### src/rtl/rom_programmer.sv
// rom_programmer: burns WORD_COUNT words into a 556PT4/PT5 bipolar PROM with timed setup/pulse/recover
// phases. Define ROM_PROGRAMMER_VERIFY_EN to enable read-back verify with bounded retries.
module rom_programmer #(
  parameter int DATA_WIDTH     = 8,
  parameter int ADDRESS_WIDTH  = 9,
  parameter int WORD_COUNT     = 512,
  parameter int SETUP_CYCLES   = 4,
  parameter int PULSE_CYCLES   = 16,
  parameter int RECOVER_CYCLES = 4,
  parameter int MAX_RETRIES    = 3
) (
  input  logic                     clk,
  input  logic                     reset_n,
  input  logic                     start,
  input  logic [DATA_WIDTH-1:0]    word_in,
  input  logic                     word_valid,
  output logic                     word_ready,
  input  logic [DATA_WIDTH-1:0]    data_line_in,
  output logic [3:0]               operation,
  output logic [ADDRESS_WIDTH-1:0] address_line,
  output logic [DATA_WIDTH-1:0]    data_line_out,
  output logic                     data_oe,
  output logic                     busy,
  output logic                     done,
  output logic                     error,
  output logic [ADDRESS_WIDTH-1:0] error_address
);

`ifdef ROM_PROGRAMMER_VERIFY_EN
  localparam bit VERIFY = 1'b1;
`else
  localparam bit VERIFY = 1'b0;
`endif

  localparam logic [3:0] OP_READ  = 4'b1100;
  localparam logic [3:0] OP_SETUP = 4'b1000;
  localparam logic [3:0] OP_PULSE = 4'b0010;
  localparam int         CNT_W    = 16;
  localparam int         RETRY_W  = 8;
  localparam logic [ADDRESS_WIDTH-1:0] LAST_ADDRESS = ADDRESS_WIDTH'(WORD_COUNT - 1);

  typedef enum logic [2:0] {
    IDLE, WAIT_WORD, SETUP, PULSE, RECOVER, CHECK, DONE, ERROR
  } state_t;

  state_t               state, state_next;
  logic [CNT_W-1:0]     phase_cnt;
  logic [RETRY_W-1:0]   retries;
  logic [DATA_WIDTH-1:0] sample;
  logic                 verify_ok;
  logic                 run_clear, word_load, sample_en, addr_inc, retry_inc, fail_latch;

  always_comb begin
    // NOTE: every signal driven here gets a default first, so no path can infer a latch.
    state_next = state;
    operation  = OP_READ;
    word_ready = 1'b0;
    data_oe    = 1'b0;
    busy       = 1'b0;
    done       = 1'b0;
    run_clear  = 1'b0;
    word_load  = 1'b0;
    sample_en  = 1'b0;
    addr_inc   = 1'b0;
    retry_inc  = 1'b0;
    fail_latch = 1'b0;
    verify_ok  = !VERIFY || (sample == data_line_out);

    case (state)
      IDLE, ERROR: begin
        if (start) begin
          run_clear  = 1'b1;
          state_next = WAIT_WORD;
        end
      end
      WAIT_WORD: begin
        busy       = 1'b1;
        word_ready = 1'b1;
        if (word_valid) begin
          word_load  = 1'b1;
          state_next = SETUP;
        end
      end
      SETUP: begin
        busy      = 1'b1;
        operation = OP_SETUP;
        data_oe   = 1'b1;
        if (phase_cnt == CNT_W'(SETUP_CYCLES - 1)) state_next = PULSE;
      end
      PULSE: begin
        busy      = 1'b1;
        operation = OP_PULSE;
        data_oe   = 1'b1;
        if (phase_cnt == CNT_W'(PULSE_CYCLES - 1)) state_next = RECOVER;
      end
      RECOVER: begin
        busy = 1'b1;
        // The chip output has settled by the final recover cycle, so sample there.
        if (phase_cnt == CNT_W'(RECOVER_CYCLES - 1)) begin
          sample_en  = 1'b1;
          state_next = CHECK;
        end
      end
      CHECK: begin
        busy = 1'b1;
        if (verify_ok) begin
          if (address_line == LAST_ADDRESS) begin
            state_next = DONE;
          end else begin
            addr_inc   = 1'b1;
            state_next = WAIT_WORD;
          end
        end else if (retries < RETRY_W'(MAX_RETRIES)) begin
          retry_inc  = 1'b1;
          state_next = SETUP;
        end else begin
          fail_latch = 1'b1;
          state_next = ERROR;
        end
      end
      DONE: begin
        busy       = 1'b1;
        done       = 1'b1;
        state_next = IDLE;
      end
      default: state_next = IDLE;
    endcase
  end

  always_ff @(posedge clk or negedge reset_n) begin
    if (!reset_n) begin
      state         <= IDLE;
      phase_cnt     <= '0;
      address_line  <= '0;
      data_line_out <= '0;
      retries       <= '0;
      sample        <= '0;
      error         <= 1'b0;
      error_address <= '0;
    end else begin
      // NOTE: non-blocking updates so every register sees pre-edge values of its peers.
      state     <= state_next;
      phase_cnt <= (state_next == state) ? phase_cnt + CNT_W'(1) : '0;
      if (run_clear) begin
        address_line  <= '0;
        retries       <= '0;
        error         <= 1'b0;
        error_address <= '0;
      end
      if (word_load) data_line_out <= word_in;
      if (sample_en) sample <= data_line_in;
      if (addr_inc) begin
        address_line <= address_line + ADDRESS_WIDTH'(1);
        retries      <= '0;
      end
      if (retry_inc) retries <= retries + RETRY_W'(1);
      if (fail_latch) begin
        error         <= 1'b1;
        error_address <= address_line;
      end
    end
  end

endmodule

### config.mk
export PLATFORM = sky130hd
export DESIGN_NAME = rom_programmer
export DESIGN_NICKNAME = d
export VERILOG_FILES = /design/src/rtl/rom_programmer.sv
export SDC_FILE = /design/constraint.sdc
export NUM_CORES = 1
export LEC_CHECK = 0
export BUFFER_PORTS_ARGS = -buffer_cell sky130_fd_sc_hd__buf_2
export CAP_MARGIN = 20
export CORE_AREA = 2 2 90 49
export CTS_CLUSTER_DIAMETER = 200
export DETAILED_ROUTE_END_ITERATION = 16
export DIE_AREA = 0 0 92 51
export GPL_TIMING_DRIVEN = 1
export HOLD_SLACK_MARGIN = 0.08
export PLACE_DENSITY = 0.81
export REMOVE_ABC_BUFFERS = 1
export SLEW_MARGIN = 10
export SYNTH_ARGS = -nofsm -noshare
export SYNTH_HDL_FRONTEND = slang
export SYNTH_SLANG_ARGS = --single-unit
### constraint.sdc
create_clock -name clk -period 4.7 [get_ports clk]
set_input_delay 0.94 -clock clk [delete_from_list [all_inputs] [get_ports clk]]
set_output_delay 0.94 -clock clk [all_outputs]
set_load 0.005 [all_outputs]
# Word-level counts from Yosys, hierarchy flattened
# Index checks and enable logic that the tools add are counted.
totals:
  word_cells: 43
  inputBits: 20
  output_inout_bits: 35
  reg_bits: 36
classes:
  addsub: 2
  n_reduce_logical: 5
  eq_ne: 11
  n_mux: 21
op_table:
  columns: ["cell", "n"]
  rows:
  - ["$pmux 3 s7", 1]
  - ["$mux 3", 6]
  - ["$mux 9", 2]
  - ["$add 16x1->16 const B", 1]
  - ["$eq 16x2->1 const B", 1]
  - ["$eq 16x4->1 const B", 1]
  - ["$mux 16", 1]
  - ["$eq 3x3->1 const B", 4]
  - ["$mux 1", 10]
  - ["$add 9x1->9 const B", 1]
  - ["$eq 9x9->1 const B", 1]
  - ["$pmux 4 s2", 1]
  - ["$eq 3x2->1 const B", 2]
  - ["$reduce_or 6->1", 1]
  - ["$reduce_or 2->1", 2]
  - ["$eq 3x1->1 const B", 1]
  - ["$eq 3x3->1", 1]
  - ["$logic_not 3->1", 1]
  - ["$reduce_bool 2->1", 1]

# Depth between registers and ports, before layout
logic_depth:
  word_depth: 5
  ltp_mapped: 9
  ltp_nobuf: 8

# Worst setup path before layout
# OpenSTA, ideal clock, no wires.
synth_timing:
  path_kind: "flip-flop to flip-flop"
  from: "register address_line[0]"
  to: "register address_line[5]"
  path_stages_with_launch: 10
  slack_ns: 2.494
  t_arrival_ns: 2.087
  path_buffers: 1
  required_ns: 4.581
  synth_period_minus_slack_ns: 2.206
  setup_time_ns: 0.119
  cell_sequence: "dfrtp_1 > ha_1 > and3_1 > and3_1 > ha_1 > nor4bb_1 > clkbuf_1 > nand4_1 > xnor2_1 > and2_1"
synth_via:
  elab_chain_len: 4
  elab_cells_between_ends: 6
  classes_between: "add/sub (1); eq/ne (1); mux (3); reduce/logical (1)"
synth_lines:
  columns: ["element", "line_no", "rtl"]
  rows:
  - ["start: declaration", "20", "output logic [ADDRESS_WIDTH-1:0] address_line,"]
  - ["start signal: assignment", "153", "address_line <= address_line + ADDRESS_WIDTH'(1);"]
  - ["branches (longest 4 deep; another with $add 9x1->9)", null, null]
# Parallel ways; which one is timed is not known.
# A chain may end at the register's enable or synchronous reset.

# Worst setup path after layout
layout_timing:
  from: "register state[1]"
  to: "output operation[1]"
layout_via:
  elab_chain_len: 2
  elab_cells_between_ends: 3
  classes_between: "eq/ne (2); mux (1)"
layout_lines:
  columns: ["element", "line_no", "rtl"]
  rows:
  - ["start: declaration", "46", "state_t state, state_next;"]
  - ["start signal: assignment", "142", "state <= state_next;"]
  - ["$eq 3x2->1", "69", "case (state)"]
  - ["$pmux 4 s2 *", "69", null]
  - ["end: declaration", "19", "output logic [3:0] operation,"]
# Every way passes the cells marked *; elsewhere a longest branch is shown, timed or not.

==> results.toml <==
[floorplan]
core_region_area_um2 = 4041
die_h_um = 51
floorplan.initialDensity_pct = 51.21
floorplan.die_area_um2 = 4692
die-width_um = 92
fp-row-count = 17
boundaryPins = 55

[clock_tree]
post-cts-setup-buffer-count = 0
clockRootBuffer = "clkbuf_8"
cts-resized-gates = 0
cts.clk_slew.worst_paths_ns = 0.07
cts_tree = "done"
htree_num_levels = 2
total_cts_buffers = 5
worst_skew_pair.late_latency_ns = 0.29
cts_num_sinks = 36
hold_buffers = 0
cts_buffer_depth = 2

[timing]
smallest_hold_slack_ns = 0.5089
final-setup-viol-count = 0
fin_setup_tns_ns = 0
skew_ns = 0.005285
fmaxAchievable_mhz = 365.2
timing_hold_violations_final = 0
min_period_ns = 2.738
slew_headroom_pct = 48.26
tcrit_tclk_final_pct = 58.27
timing_worst_slew_pin_value_ns = 0.7761
rsz0062_at_grt = "false"
timing_max_transition_violations_final = 0

[synth]
synth_edf_count = 0
synthesis.area_um2 = 2069
synthArstFlopShare_pct = 100.0
ys_seq_elements = 36
synth_area_per_cell_um2 = 9.808
yosys_warnings = 0
post_synth_inst_count = 211
dominantRegCellSynth = "dfrtp_1"
synth.yosys.seq_area_share_pct = 43.53
synth.lib_cells_used.distinct = 47

[cells_and_area]
design_area_um2 = 2318
final_layout_size_suffix_gt1_share_pct = 25.00
layout-area-overhead-vs-synth_pct = 12.03
finish.net_count = 266
final_cells = 301
highest_count_cells_in_the_layout_ignoring_fill_and_taps = "dfrtp_1 (36), buf_2 (35), nor3_1 (19)"
nFillCells = 348
layout_commonest_cell = "dfrtp_1"
diodes = 0

[pwr]
switchingPower_mw = 0.4341
internal_power_mw = 0.7614
comb_power_share_pct = 33.8
total_leakage_power_nw = 1.067
switching_share_pct = 36.31
worst_ir_drop_vdd_v = 0.0003009
power_per_cell_area_nw_per_um2 = 515.6
power.share.sequential_pct = 43.5
power_frac_clock_pct = 22.6

[route]
wl_per_cell_um = 13.87
vias = 1632
initialDrtViolationCount = 157
antenna_left = 0
drc = 0
drt_wl_total_um = 4175
dr.pass1.iters = 4
post_drt_via_cell_ratio = 5.422

[critical_path]
worstPathArrival_ns = 1.80
worst-setup-path-type = "flip-flop to primary output"
cp_max_fo = 17
startpoint_type_of_the_worst_setup_path = "flip-flop"
critical_path_required_ns = 3.76
worst_setup_path_end_kind = "primary output"

[global_routing]
grtUsageMet3_pct = 4.425
global_route_hottest_layer = "met1"
grt_use_total_pct = 19.02
overflow = 0
wire_length_of_the_first_global_routing_pass_um = 6913
groute.layer.met1.usage_pct = 29.84
via_count_of_the_first_global_routing_pass = 1388
antenna_found_initial = 0
grt_max_degree = 37
met2_usage_pct = 25.74

[status]
outcome = "complete, no violations"

[placed_design]
placed_cells_incl_taps = 292
finalWeightedCongestion = 0.7837
dp_hpwl_um = 2928
postPlaceCellArea_um2 = 2206
placement.io_buffers = 35

[hold_path]
hp-class = "flip-flop to flip-flop"

[job]
maxCapViolations = 0
metal layers:
metal | routed length (um) | vias to the layer above
li1 | - | 799
met5 | 0 | -
met2 | 1713 | 66
met4 | 42 | 0
met1 | 2058 | 762
met3 | 360 | 5
area by class of cell:
type                       count  area [um2]  share of cell area (%)
clock inverter                 2       35.03                   1.511
inverter                       8       30.03                   1.295
multi-input combinational    155        1021                   44.04
sequential                    36       900.9                   38.86
timing repair buffer          37       187.7                   8.095
clock buffer                   6       72.57                   3.130
tap                           57       71.32                   3.076
cell usage after synthesis, types with 2 or more instances:
cell type / instances / area (um2)
buf_4: 11 / 82.58
and3_1: 7 / 43.79
xnor2_1: 12 / 105.1
nand2_1: 12 / 45.04
ha_1: 3 / 37.54
nor4_1: 10 / 62.56
o21ai_0: 9 / 45.04
or3_1: 2 / 12.51
mux2i_1: 2 / 20.02
a21oi_1: 6 / 30.03
dfrtp_1: 36 / 900.9
buf_2: 5 / 25.02
buf_6: 2 / 22.52
nor2_1: 8 / 30.03
xor2_1: 2 / 17.52
inv_1: 8 / 30.03
nand2b_1: 3 / 18.77
nand3_1: 9 / 45.04
nor2b_1: 3 / 18.77
nor3_1: 19 / 95.09
clkbuf_1: 2 / 7.510
nand4_1: 7 / 43.79
mux2_2: 9 / 101.4
critical path, stage by stage, from the launching register on:
cell and delay [ns]:
dfrtp_1 0.63, nor2b_1 0.58, nand2_1 0.14, inv_1 0.07
buf_2 0.10
flip-flops by register name, summed over array words and instances (netlist names):
| signal | count |
|---|---|
| state | 3 |
| phase_cnt | 16 |
| address_line | 9 |
| data_line_out | 8 |
power by group through the flow:
stage / combinational (mW) / clock, mW / sequential (mW)
2_1_floorplan: 0.247 / 0 / 0.510
3_3_place_gp: 0.396 / 0 / 0.518
3_5_place_dp: 0.407 / 0 / 0.523
4_1_cts: 0.409 / 0.277 / 0.521
5_1_grt: 0.460 / 0.292 / 0.538
6_report: 0.405 / 0.271 / 0.520
logic make-up (layout without fill, tap and decap cells):
group                    Yosys count  count (layout)  share of synthesized area [%]
XOR/XNOR                          14              14                          5.925
AO/OA/AOI/OAI                     25              25                          8.404
multiplexers                      11              11                          5.865
flip-flops                        36              36                          43.53
buffers and inverters             30              53                          8.948
adder cells (fa/ha/maj)            3               3                          1.814
AND/OR/NAND/NOR                   91              91                          25.33
other                              1              11                         0.1812
path summary, 6_finish.rpt:
kind / from / end / slack (ns) / depth (start not counted)
min in group asynchronous: reset_n / address_line[5] / 0.72 / 1
worst max register to register: address_line[0] / address_line[7] / 2.20 / 9
max in group asynchronous: reset_n / phase_cnt[13] / 3.49 / 1
worst min register to register: data_line_out[4] / data_line_out[4] / 0.51 / 1
worst max-delay path: state[1] / operation[1] / 1.96 / 4
worst min-delay path: data_line_out[4] / data_line_out[4] / 0.51 / 1
metrics by stage:
| stage | setup slack, ns | utilization [%] | total power [mW] |
|---|---|---|---|
| global placement | 1.826 | 54.58 | 0.9132 |
| CTS | 1.811 | 57.24 | 1.207 |
| floorplan | 2.178 | - | 0.7576 |
| global route | 1.800 | 57.37 | 1.290 |
| finish | 1.962 | 57.37 | 1.195 |
| detailed placement | 1.831 | 54.58 | 0.9297 |
Note: power is estimated with default switching activity, not from simulation.
